**src/rtl/vga_pkg.sv**
```systemverilog
// Shared definitions for the bouncing-box pattern source: coordinate width,
// axis direction encoding and the colour palette the box cycles through.
package vga_pkg;

   localparam int COORD_W = 12;

   typedef logic [0:0] dir_t;
   localparam dir_t DIR_FWD = 1'b0;
   localparam dir_t DIR_REV = 1'b1;

   // Box colours in bounce order, packed R,G,B.
   localparam logic [23:0] PALETTE [8] = '{
      24'hFFFFFF,   // white
      24'hFF0000,   // red
      24'h00FF00,   // green
      24'h0000FF,   // blue
      24'hFFFF00,   // yellow
      24'h00FFFF,   // cyan
      24'hFF00FF,   // magenta
      24'hFF8000    // orange
   };

endpackage

```
**src/rtl/bounce_axis.sv**
```systemverilog
// One axis of the bouncing box: position plus FWD/REV direction, stepped once
// per frame and reflected off [0, limit - BOX_SIZE].
module bounce_axis
   import vga_pkg::*;
#(
   parameter int BOX_SIZE = 32,
   parameter int STEP     = 2
) (
   input  logic               i_clk,
   input  logic               i_reset,
   input  logic               i_step,
   input  logic [COORD_W-1:0] i_limit,
   output logic [COORD_W-1:0] o_pos,
   output logic               o_bounce
);

   localparam logic [COORD_W:0]   BOX_W   = (COORD_W+1)'(BOX_SIZE);
   localparam logic [COORD_W:0]   STEP_W  = (COORD_W+1)'(STEP);
   localparam logic [COORD_W-1:0] BOX_N   = COORD_W'(BOX_SIZE);
   localparam logic [COORD_W-1:0] STEP_N  = COORD_W'(STEP);

   logic [COORD_W-1:0] pos_q, pos_d;
   dir_t               dir_q, dir_d;
   logic [COORD_W:0]   lim_w;
   logic [COORD_W:0]   reach_w;

   // One extra bit so pos + BOX_SIZE + STEP never wraps near 4095.
   assign lim_w   = {1'b0, i_limit};
   assign reach_w = {1'b0, pos_q} + BOX_W + STEP_W;

   always_comb begin
      pos_d    = pos_q;
      dir_d    = dir_q;
      o_bounce = 1'b0;
      if (i_step) begin
         if (lim_w < BOX_W) begin
            pos_d = '0;
         end else if (dir_q == DIR_FWD) begin
            if (reach_w > lim_w) begin
               dir_d    = DIR_REV;
               pos_d    = i_limit - BOX_N;
               o_bounce = 1'b1;
            end else begin
               pos_d = pos_q + STEP_N;
            end
         end else begin
            if (pos_q < STEP_N) begin
               dir_d    = DIR_FWD;
               pos_d    = '0;
               o_bounce = 1'b1;
            end else begin
               pos_d = pos_q - STEP_N;
            end
         end
      end
   end

   always_ff @(posedge i_clk or posedge i_reset) begin
      if (i_reset) begin
         pos_q <= '0;
         dir_q <= DIR_FWD;
      end else begin
         pos_q <= pos_d;
         dir_q <= dir_d;
      end
   end

   assign o_pos = pos_q;

endmodule

```
**src/rtl/vgabounce.sv**
```systemverilog
// Bouncing-box pixel source for the llhdmi pipeline: raster tracking, box hit
// test and a registered pixel. Optional 1-pixel white frame: VGABOUNCE_BORDER_EN.
module vgabounce
   import vga_pkg::*;
#(
   parameter int BITS_PER_COLOR = 8,
   parameter int BOX_SIZE       = 32,
   parameter int STEP           = 2,
   parameter logic [3*BITS_PER_COLOR-1:0] BG_COLOR = 24'h000040
) (
   input  logic                        i_pixclk,
   input  logic                        i_reset,
   input  logic [COORD_W-1:0]          i_width,
   input  logic [COORD_W-1:0]          i_height,
   input  logic                        i_rd,
   input  logic                        i_newline,
   input  logic                        i_newframe,
   output logic [3*BITS_PER_COLOR-1:0] o_pixel
);

   localparam int               PW    = 3 * BITS_PER_COLOR;
   localparam logic [COORD_W:0] BOX_W = (COORD_W+1)'(BOX_SIZE);

   logic [COORD_W-1:0] hpos_q, hpos_d, vpos_q, vpos_d;
   logic [COORD_W-1:0] disp_x_q, disp_x_d, disp_y_q, disp_y_d;
   logic [2:0]         cidx_q, cidx_d, disp_c_q, disp_c_d;
   logic               started_q, started_d;
   logic [PW-1:0]      pixel_q, pixel_d;

   logic [COORD_W-1:0] axis_limit  [2];
   logic [COORD_W-1:0] axis_pos    [2];
   logic               axis_bounce [2];

   assign axis_limit[0] = i_width;
   assign axis_limit[1] = i_height;

   genvar gi;
   generate
      for (gi = 0; gi < 2; gi++) begin : g_axis
         bounce_axis #(
            .BOX_SIZE (BOX_SIZE),
            .STEP     (STEP)
         ) u_axis (
            .i_clk    (i_pixclk),
            .i_reset  (i_reset),
            .i_step   (i_newframe),
            .i_limit  (axis_limit[gi]),
            .o_pos    (axis_pos[gi]),
            .o_bounce (axis_bounce[gi])
         );
      end
   endgenerate

   // A new frame draws the box where it stood before this frame's step, so
   // the drawn position and colour stay fixed for the whole frame.
   always_comb begin
      hpos_d    = hpos_q;
      vpos_d    = vpos_q;
      started_d = started_q;
      disp_x_d  = disp_x_q;
      disp_y_d  = disp_y_q;
      disp_c_d  = disp_c_q;
      cidx_d    = cidx_q;
      if (i_newframe) begin
         hpos_d    = '0;
         vpos_d    = '0;
         started_d = 1'b1;
         disp_x_d  = axis_pos[0];
         disp_y_d  = axis_pos[1];
         disp_c_d  = cidx_q;
         if (axis_bounce[0] || axis_bounce[1]) begin
            cidx_d = cidx_q + 3'd1;
         end
      end else if (i_newline) begin
         hpos_d    = '0;
         vpos_d    = vpos_q + 12'd1;
         started_d = 1'b1;
      end else if (i_rd && (hpos_q < i_width)) begin
         hpos_d = hpos_q + 12'd1;
      end
   end

   logic [COORD_W:0] h_w, v_w, bx_w, by_w;
   logic             active, in_box;

   assign h_w    = {1'b0, hpos_d};
   assign v_w    = {1'b0, vpos_d};
   assign bx_w   = {1'b0, disp_x_d};
   assign by_w   = {1'b0, disp_y_d};
   assign active = (hpos_d < i_width) && (vpos_d < i_height);
   assign in_box = (h_w >= bx_w) && (h_w < bx_w + BOX_W) &&
                   (v_w >= by_w) && (v_w < by_w + BOX_W);

`ifdef VGABOUNCE_BORDER_EN
   logic on_edge;
   assign on_edge = (hpos_d == '0) || (hpos_d == i_width - 12'd1) ||
                    (vpos_d == '0) || (vpos_d == i_height - 12'd1);
`endif

   always_comb begin
      pixel_d = '0;
      if (started_d && active) begin
`ifdef VGABOUNCE_BORDER_EN
         if (on_edge) begin
            pixel_d = '1;
         end else if (in_box) begin
            pixel_d = PW'(PALETTE[disp_c_d]);
         end else begin
            pixel_d = BG_COLOR;
         end
`else
         if (in_box) begin
            pixel_d = PW'(PALETTE[disp_c_d]);
         end else begin
            pixel_d = BG_COLOR;
         end
`endif
      end
   end

   always_ff @(posedge i_pixclk or posedge i_reset) begin
      if (i_reset) begin
         hpos_q    <= '0;
         vpos_q    <= '0;
         disp_x_q  <= '0;
         disp_y_q  <= '0;
         disp_c_q  <= '0;
         cidx_q    <= '0;
         started_q <= 1'b0;
         pixel_q   <= '0;
      end else begin
         hpos_q    <= hpos_d;
         vpos_q    <= vpos_d;
         disp_x_q  <= disp_x_d;
         disp_y_q  <= disp_y_d;
         disp_c_q  <= disp_c_d;
         cidx_q    <= cidx_d;
         started_q <= started_d;
         pixel_q   <= pixel_d;
      end
   end

   assign o_pixel = pixel_q;

endmodule

```
**config.mk**
```make
export PLATFORM = sky130hd
export DESIGN_NAME = vgabounce
export DESIGN_NICKNAME = d
export VERILOG_FILES = /design/src/rtl/vga_pkg.sv /design/src/rtl/bounce_axis.sv /design/src/rtl/vgabounce.sv
export SDC_FILE = /design/constraint.sdc
export NUM_CORES = 1
export LEC_CHECK = 0
export BUFFER_PORTS_ARGS = -buffer_cell sky130_fd_sc_hd__buf_2
export CAP_MARGIN = 20
export CORE_ASPECT_RATIO = 1.1
export CORE_MARGIN = 5
export CORE_UTILIZATION = 30
export DETAILED_ROUTE_END_ITERATION = 10
export GPL_TIMING_DRIVEN = 0
export PLACE_DENSITY = 0.42
export REMOVE_ABC_BUFFERS = 1
export SYNTH_ARGS = -nofsm -noshare
export SYNTH_HDL_FRONTEND = slang
export SYNTH_SLANG_ARGS = --single-unit
```
**constraint.sdc**
```tcl
create_clock -name i_pixclk -period 4.25 [get_ports i_pixclk]
set_input_delay 0.85 -clock i_pixclk [delete_from_list [all_inputs] [get_ports i_pixclk]]
set_output_delay 0.85 -clock i_pixclk [all_outputs]
set_load 0.005 [all_outputs]
```
==> results of run 1 <==
==> state kept, by name, indices dropped and copies added (netlist names) <==
register	flops
g_axis.u_axis.o_pos	24
disp_x_q	12
cidx_q	3
o_pixel	5
vpos_q	12
started_q	1
disp_y_q	12
g_axis.u_axis.dir_q	2
hpos_q	12
disp_c_q	3
==> kinds of logic (layout without fill, tap and decap cells) <==
logic type | count (synthesis) | in the layout | share of synthesized area
simple gates | 306 | 306 | 0.191
compound gates | 208 | 208 | 0.178
buf+inv | 128 | 168 | 0.0716
fa+ha+maj | 108 | 108 | 0.170
flops | 86 | 86 | 0.271
xor+xnor | 69 | 69 | 0.0761
mux | 32 | 32 | 0.0414
==> critical path, stage by stage <==
cell and delay [ps]:
buf_4 110, clkinv_4 60, ha_4 230, a21o_1 150
a21o_1 170, a21o_1 170, and2_4 180, or4_4 530
xor2_1 160, nor2_2 170, buf_6 140, ha_4 190
a21o_1 180, a2111oi_4 380, a2111oi_2 80, buf_2 150
buf_4 130, and2_1 140, a211oi_2 170
==> repair_timing <==
item | in CTS | in global routing
gates resized for setup | 23 | 45
gates cloned | 0 | 0
pin swaps | 8 | 15
setup buffers | 8 | 17
endpoints found under the setup margin | 6 | 5
endpoints found under the hold margin | 0 | 0
==> per-stage QoR <==
stage                      util  setup TNS (ps)  worst slack (ps)  cell area [sq um]
final                     0.352               0               179               9200
after CTS                 0.339               0              6.64               8860
after detailed placement  0.321           -4970             -1040               8400
after global placement    0.319          -35830             -1550               8340
after floorplan               -            -604              -135               7640
after global routing      0.352           -15.3             -15.3               9200
==> cells in the final DEF (no fill, tap or decap), types with 5 or more instances in the layout <==
| cell | netlist | final |
|---|---|---|
| mux2i_1 | 28 | 28 |
| a21o_1 | 16 | 16 |
| a22oi_1 | 7 | 7 |
| nand3_1 | 30 | 29 |
| and3_1 | 13 | 13 |
| nand2_1 | 76 | 76 |
| o21ai_0 | 57 | 55 |
| buf_4 | 19 | 27 |
| xor2_1 | 30 | 30 |
| dfrtp_1 | 86 | 86 |
| nor4_1 | 13 | 8 |
| inv_1 | 72 | 63 |
| nor2b_1 | 15 | 14 |
| nor2_1 | 72 | 65 |
| a211o_1 | 5 | 5 |
| xnor2_1 | 39 | 39 |
| a22o_1 | 6 | 6 |
| a21oi_1 | 39 | 36 |
| or4_1 | 7 | 6 |
| clkinvlp_4 | 0 | 5 |
| nand2b_1 | 8 | 8 |
| nand4_1 | 21 | 21 |
| o41ai_1 | 5 | 5 |
| clkbuf_16 | 0 | 9 |
| nor3_1 | 18 | 18 |
| or3_1 | 10 | 9 |
| ha_1 | 108 | 102 |
| buf_2 | 7 | 49 |
| and2_1 | 9 | 8 |
| ha_4 | 0 | 6 |
| o211ai_1 | 6 | 6 |
| nor2_2 | 1 | 7 |
==> where the power goes <==
group	internal [uW]	total [uW]	switching (uW)
clock network	478	868	390
registers	1060	1530	470
logic	995	2290	1300
total	2530	4690	2160
==> per-layer routing <==
layer,track usage,part of all wire,up-vias
li1,-,-,3432
met1,0.238,0.50,3273
met2,0.255,0.46,119
met3,0.0201,0.032,17
met4,0.0396,0.012,0
met5,0,0,-
==> cell type report <==
class	count	area (sq um)
multi-input cells	723	5480
well taps	352	440
clock buffers	10	239
repair buffers	80	518
clock inverters	6	68.8
flip-flops and latches	86	2150
fillers	2748	16900
inverters	72	298
==> final timing paths <==
kind | end | slack (ps) | cells past startpoint
max | o_pixel[6] | 180 | 19
min | started_q | 460 | 1
max reg2reg | g_axis[1].u_axis.o_pos[4] | 350 | 11
min reg2reg | started_q | 460 | 1
max in group asynchronous | hpos_q[8] | 3040 | 3
min in group asynchronous | g_axis[1].u_axis.o_pos[4] | 550 | 2
==> summary.txt, run 1 <==
Run status
  • Outcome: finished, final reports clean

CTS
  • CTS tree: yes
  • CTS Hold Bufs: 0
  • CTS root buf: clkbuf_16
  • Total CTS buffers: 9
  • Number of H-tree levels: 3
  • Clock Path Buffers: 2
  • Clock transition at the registers of the reported paths: 70 ps
  • Clock latency on the worst-skew pair: 350 ps
  • Clk sink count: 86

Yosys
  • Post-synth cell types: 66
  • Sequential area share after synthesis: 0.271
  • Yosys top cell area share: 0.271
  • Post-Syn Area per Cell: 8.47 sq um
  • Ys async rst share: 1.00
  • Synth area leaders: dfrtp_1, ha_1, xnor2_1
  • Top post-synthesis cells by count: ha_1, dfrtp_1, nand2_1
  • Synth Register Bits: 86
  • Mapped Area: 7940 sq um
  • Mapped Cells: 937
  • Yosys warns: 0
  • Ys flop type: dfrtp_1
  • Synth area leader: dfrtp_1
  • Most frequent cell after synthesis: ha_1
  • Post-synth EDFFs: 0

Hold path
  • Hold Path Class: reg2reg
  • Hold path startpoint: started_q

Place
  • Placed Instances: 1288
  • I/O Buffers: 52
  • DP HPWL: 18300 um
  • GPL Wtd Cong: 0.804

Global route
  • Largest net degree at the start of global routing: 49
  • Congestion Overflow GR: 0
  • First-pass GRT wire length: 38400 um
  • GRT Overall Usage: 0.163
  • Vias in the first global route: 6786
  • Initial antenna violation count: 0

Die
  • IO Pins: 53
  • Total core area: 26100 sq um
  • Rows: 62
  • Die area: 29800 sq um
  • Die Span X: 165 um
  • Initial core utilization: 0.304
  • Die height: 181 um

Routing
  • Pre-antenna DRT Iters: 4
  • DRC: 0
  • Vias: 6841
  • Via/cell ratio: 5.15
  • DRT antenna net count: 0
  • Initial DRC Count: 319
  • Final WL: 24100 um
  • Wirelength per Cell: 18.1 um

STA
  • Max-slew headroom: 0.471
  • Max Clk Rate: 246 MHz
  • Setup Skew: 8.47 ps
  • Final slew viol count: 0
  • Endpoints failing hold: 0
  • Final worst path period need: 4070 ps
  • Worst-margin pin slew: 792 ps
  • Final setup violating endpoints: 0
  • Hold_ws: 463 ps
  • Crit share post-route: 0.958

Final layout
  • Fin cells: 1329
  • Layout cells sized above 1: 0.165
  • Nets: 1109
  • Antenna cells: 0
  • Layout area overhead: 15.8%

Critical path
  • Critical path endpoint category: flip-flop
  • CP Launch Type: input port
  • Worst Path Required: 4520 ps
  • CP Max Fanout: 5
  • Critical path data arrival time: 4340 ps
  • Critical path startpoint: i_width[5]
  • Critical path class: in2reg
  • Crit Reg-Reg Startpoint: g_axis[1].u_axis.o_pos[1]

Power
  • Power Total: 4690 uW
  • Max rail drop VDD: 186 uV
  • PwrDens: 510 nW/um^2
  • Leak: 0.00439 uW

Flow run
  • Max-Cap Viols: 0
Power figures use the tool's default switching activity.
==> run 2, diff against run 1 <==
SETUP_SLACK_MARGIN = 0.5   (was default)
==> run 2 against run 1 <==
Sequential cell count stayed put. Register-to-register slack better by 90 ps. Largest power group unchanged. Utilization is 0.78 points higher.
==> summary.txt, run 2 (same netlist as run 1, synthesis figures left out) <==
Critical path
  • Critical path class: in2reg
  • Crit-path cells: buf_4, inv_4, ha_4, a21o_1, a21o_1, a21o_1, and2_4, or4_4, xor2_1, nor2_2, ha_1, a21o_1, a2111oi_4, a2111oi_2, buf_4, and2_4, a211oi_2
  • CP Max Fanout: 5
  • Slowest stage delay, CP: 530 ps
  • Critical path startpoint: i_width[5]
  • Worst Path Required: 4520 ps
  • Critical path endpoint category: flip-flop
  • CP max-delay cell: or4_4
  • CP Launch Type: input port
  • CP dominant cell by count: a21o_1
  • CP Buf/Inv Count: 3
  • CP top delay family: compound AO/OA/AOI/OAI gates
  • Crit Reg-Reg Startpoint: hpos_q[1]
  • Critical path data arrival time: 4260 ps

CTS
  • Clock latency on the worst-skew pair: 350 ps
  • Clk sink count: 86
  • CTS root buf: clkbuf_16
  • Number of H-tree levels: 3
  • CTS Hold Bufs: 0
  • Clock Path Buffers: 2
  • CTS tree: yes
  • Total CTS buffers: 9
  • Clock transition at the registers of the reported paths: 70 ps

Final layout
  • Fillers: 2720
  • Layout cells sized above 1: 0.185
  • Layout area overhead: 18.4%
  • Most common cell after layout, fill and taps aside: ha_1
  • Nets: 1113
  • Max reg flops: 24
  • Layout Cell Area excl Fill: 9400 sq um
  • Most frequent cells in the layout: ha_1, dfrtp_1, nand2_1
  • Antenna cells: 0

STA
  • Final WS setup: 257 ps
  • Final slew viol count: 0
  • Hold_ws: 461 ps
  • Final setup TNS: 0 ps
  • Final worst path period need: 3990 ps
  • Max-slew headroom: 0.466
  • Endpoints failing hold: 0
  • Final setup violating endpoints: 0
  • Max Clk Rate: 250 MHz
  • RSZ-0062 raised after global routing: yes
  • Crit share post-route: 0.940
  • Worst-margin pin slew: 794 ps
  • Setup Skew: 6.82 ps

Die
  • Initial core utilization: 0.304
  • Die Span X: 165 um
  • Die height: 181 um
  • Total core area: 26100 sq um
  • Die area: 29800 sq um
  • Rows: 62
  • IO Pins: 53

Routing
  • Vias: 6908
  • DRC: 0
  • Wirelength per Cell: 18.1 um
  • Final WL: 24200 um
  • Initial DRC Count: 292
  • Via/cell ratio: 5.18
  • Pre-antenna DRT Iters: 5
  • DRT antenna net count: 0

Place
  • GPL Wtd Cong: 0.804
  • DP HPWL: 18300 um
  • Pre-CTS setup slack: -1040 ps
  • Cell area after placement: 8400 sq um
  • I/O Buffers: 52

Global route
  • First-pass GRT wire length: 38800 um
  • Vias in the first global route: 6892
  • Congestion Overflow GR: 0
  • Initial antenna violation count: 0
  • GRT Overall Usage: 0.165
  • Largest net degree at the start of global routing: 49

Power
  • Leak: 0.00444 uW
  • PwrDens: 511 nW/um^2
  • Max rail drop VDD: 187 uV

Hold path
  • Hold path startpoint: started_q
  • Hold Path Class: reg2reg

Flow run
  • Max-Cap Viols: 0

Run status
  • Outcome: finished, final reports clean
## run 2: per-layer routing
metal  vias to the layer above  track usage  routed length [um]
met5                         -            0                   0
met4                         0       0.0426                 368
met3                        24       0.0201                 731
met2                       129        0.256               11100
met1                      3322        0.242               12000
li1                       3433            -                   -
## run 2: timing repair
item,4_1_cts,5_1_grt
endpoints found under the setup margin,22,18
pin swaps,33,13
buffers inserted,19,10
resized for setup,78,23
## run 2: final timing paths
| path | endpoint | slack (ps) | cells past startpoint |
|---|---|---|---|
| setup reg to reg | o_pixel[22] | 440 | 16 |
| setup / recovery | o_pixel[6] | 260 | 17 |
| max in group asynchronous | hpos_q[9] | 3040 | 3 |
| hold / removal | started_q | 460 | 1 |
| hold reg to reg | started_q | 460 | 1 |
| min in group asynchronous | g_axis[1].u_axis.o_pos[4] | 540 | 2 |
## run 2: power by group
part | internal (uW) | switching, uW | leakage (uW)
Clock | 478 | 394 | 0.000149
Sequential | 1060 | 468 | 0.00110
Combinational | 1050 | 1360 | 0.00318
## run 2: through the flow
stage / std cells / total power, uW / util
after global placement: 1285 / 3750 / 0.319
after detailed placement: 1288 / 3750 / 0.321
after floorplan: 881 / 3050 / -
after CTS: 1323 / 4740 / 0.352
after global routing: 1333 / 5250 / 0.360
final: 1333 / 4810 / 0.360
## run 2: final cells by class
class	instances	area [sq um]	area share
inverter	72	307	0.0326
clock buffer	10	239	0.0254
multi-input combinational	723	5610	0.597
sequential	86	2150	0.229
clock inverter	6	68.8	0.00732
tap	352	440	0.0469
timing repair buffer	84	581	0.0618
==> run 3, diff against run 2 <==
CORE_ASPECT_RATIO = 1.4   (was 1.1)
CORE_UTILIZATION = 50   (was 30)
PLACE_DENSITY = 0.65   (was 0.42)
TNS_END_PERCENT = 5   (was default)
==> run 3 against run 2 <==
Total power is 4.6% lower. Sequential power about the same. Combinational power down 4%. Global-route usage grew 7.1 points. Critical path depth unchanged. Register-to-register slack worse by 110 ps. Non-clock buffer count fell by 11. Worst hold slack better by 0.62 ps. Maximum frequency shrank 2.4%. Utilization rose by 22 points. Worst setup slack got worse by 97 ps. Critical endpoint is now o_pixel[22]. Highest routed layer unchanged.
==> summary.txt, run 3 (same netlist as run 1, synthesis figures left out) <==
Critical path
  • Slowest stage delay, CP: 510 ps
  • CP Max Fanout: 5
  • Crit Reg-Reg Startpoint: hpos_q[1]
  • Critical path startpoint: i_width[8]
  • Worst Path Required: 4480 ps
  • Critical path endpoint category: flip-flop
  • Critical path data arrival time: 4320 ps
  • CP Launch Type: input port
  • CP max-delay cell: or4_4
  • CP top delay family: simple AND/OR/NAND/NOR gates
  • Critical path class: in2reg
  • Crit-path cells: buf_2, inv_1, ha_1, and4_1, a31o_4, or4_4, xor2_1, nor2_2, ha_1, nand4_1, a21oi_2, a2111oi_4, a2111oi_2, buf_2, buf_4, nand3_1, nor4_4
  • CP Buf/Inv Count: 4

Routing
  • DR WL met2: 11200 um
  • Max layer used: met4
  • Vias: 7052
  • DRC: 0
  • Initial DRC Count: 369
  • Final WL: 21600 um
  • Wirelength per Cell: 18.5 um
  • Metal-1 WL: 8540 um
  • DRT antenna net count: 0
  • Pre-antenna DRT Iters: 5
  • Via/cell ratio: 6.05
  • Met3 WL: 1030 um

STA
  • Max-slew headroom: 0.536
  • RSZ-0062 raised after global routing: yes
  • Final slew viol count: 0
  • Worst-margin pin slew: 688 ps
  • Setup Skew: 5.76 ps
  • Crit share post-route: 0.962
  • Hold_ws: 461 ps
  • Final setup violating endpoints: 0
  • Endpoints failing hold: 0
  • Max Clk Rate: 245 MHz
  • Final worst path period need: 4090 ps

CTS
  • CTS root buf: clkbuf_16
  • Number of H-tree levels: 3
  • Clock transition at the registers of the reported paths: 70 ps
  • Clock Path Buffers: 2
  • Clk sink count: 86
  • CTS Hold Bufs: 0
  • Total CTS buffers: 9
  • Clock latency on the worst-skew pair: 350 ps
  • CTS tree: yes

Power
  • Leak: 0.00435 uW
  • Power Total: 4590 uW
  • PwrDens: 511 nW/um^2
  • Max rail drop VDD: 322 uV

Die
  • Total core area: 15600 sq um
  • Rows: 54
  • Die area: 18500 sq um
  • Initial core utilization: 0.509
  • Die Span X: 116 um
  • IO Pins: 53
  • Die height: 159 um

Final layout
  • Most frequent cells in the layout: ha_1, dfrtp_1, nand2_1
  • Max reg flops: 24
  • FF/Latch Area: 2150 sq um
  • Most common cell after layout, fill and taps aside: ha_1
  • Multi-input gate area: 5530 sq um
  • Antenna cells: 0
  • Layout area overhead: 13.0%
  • Fillers: 1419
  • Layout cells sized above 1: 0.157
  • Nets: 1102

Global route
  • Congestion Overflow GR: 0
  • Vias in the first global route: 6890
  • GRT Overall Usage: 0.236
  • Largest net degree at the start of global routing: 77
  • First-pass GRT wire length: 35000 um
  • Initial antenna violation count: 0

Place
  • I/O Buffers: 52
  • DP HPWL: 16200 um
  • GPL Wtd Cong: 0.905

Run status
  • Outcome: finished, final reports clean

Hold path
  • Hold Path Class: in2async

Flow run
  • Max-Cap Viols: 0
==> run 3: worst paths after layout <==
kind / endpoint / slack (ps) / cells after the start
worst max register to register: o_pixel[22] / 330 / 16
worst min-delay path: g_axis[0].u_axis.o_pos[1] / 460 / 2
min in group i_pixclk: started_q / 470 / 1
worst min register to register: started_q / 470 / 1
max in group asynchronous: disp_y_q[5] / 3130 / 3
worst max-delay path: o_pixel[22] / 160 / 17
==> run 3: area by class of cell <==
| cell class | instances | share of cell area |
|---|---|---|
| Clock inverter | 6 | 0.00502 |
| Inverter | 72 | 0.0326 |
| Timing Repair Buffer | 73 | 0.0527 |
| Multi-Input combinational cell | 723 | 0.616 |
| Tap cell | 196 | 0.0273 |
| Sequential cell | 86 | 0.240 |
| Clock buffer | 10 | 0.0266 |
==> run 3: repair_timing <==
item | CTS | global route
setup buffers | 17 | 1
resized for setup | 65 | 5
setup endpoints to repair | 7 | 27
pin swaps | 27 | 3
==> run 3: stage by stage <==
stage                     setup TNS, ps  cells  instance area [sq um]  utilization  worst slack [ps]
final                                 0   1166                   8970        0.575               160
after global routing              -22.3   1166                   8970        0.575             -22.3
after CTS                             0   1165                   8920        0.571               223
after detailed placement          -5170   1132                   8190        0.525             -1110
after global placement           -14000   1129                   8150        0.522             -1650
after floorplan                    -604    881                   7640            -              -135
==> run 3: worst reg2reg max path: stages (launching register included) <==
cell	delay, ps
dfrtp_1	440
ha_4	260
a21o_1	180
a211o_1	310
a31o_4	270
or4_4	510
xor2_1	180
nor2_2	90
ha_1	320
nand4_1	110
a21oi_2	200
a2111oi_4	60
a2111oi_2	220
buf_2	220
buf_4	120
nand3_1	120
nor4_4	220
==> run 3: report_power, final <==
group,switching (uW),internal (uW)
clock network,353,414
registers,440,1060
logic,1310,1010
==> run 3: metal layers <==
| metal | global-route usage | vias to the layer above |
|---|---|---|
| met4 | 0.0976 | 0 |
| met3 | 0.0293 | 53 |
| met1 | 0.279 | 3382 |
| met5 | 0 | - |
| li1 | - | 3429 |
| met2 | 0.421 | 188 |
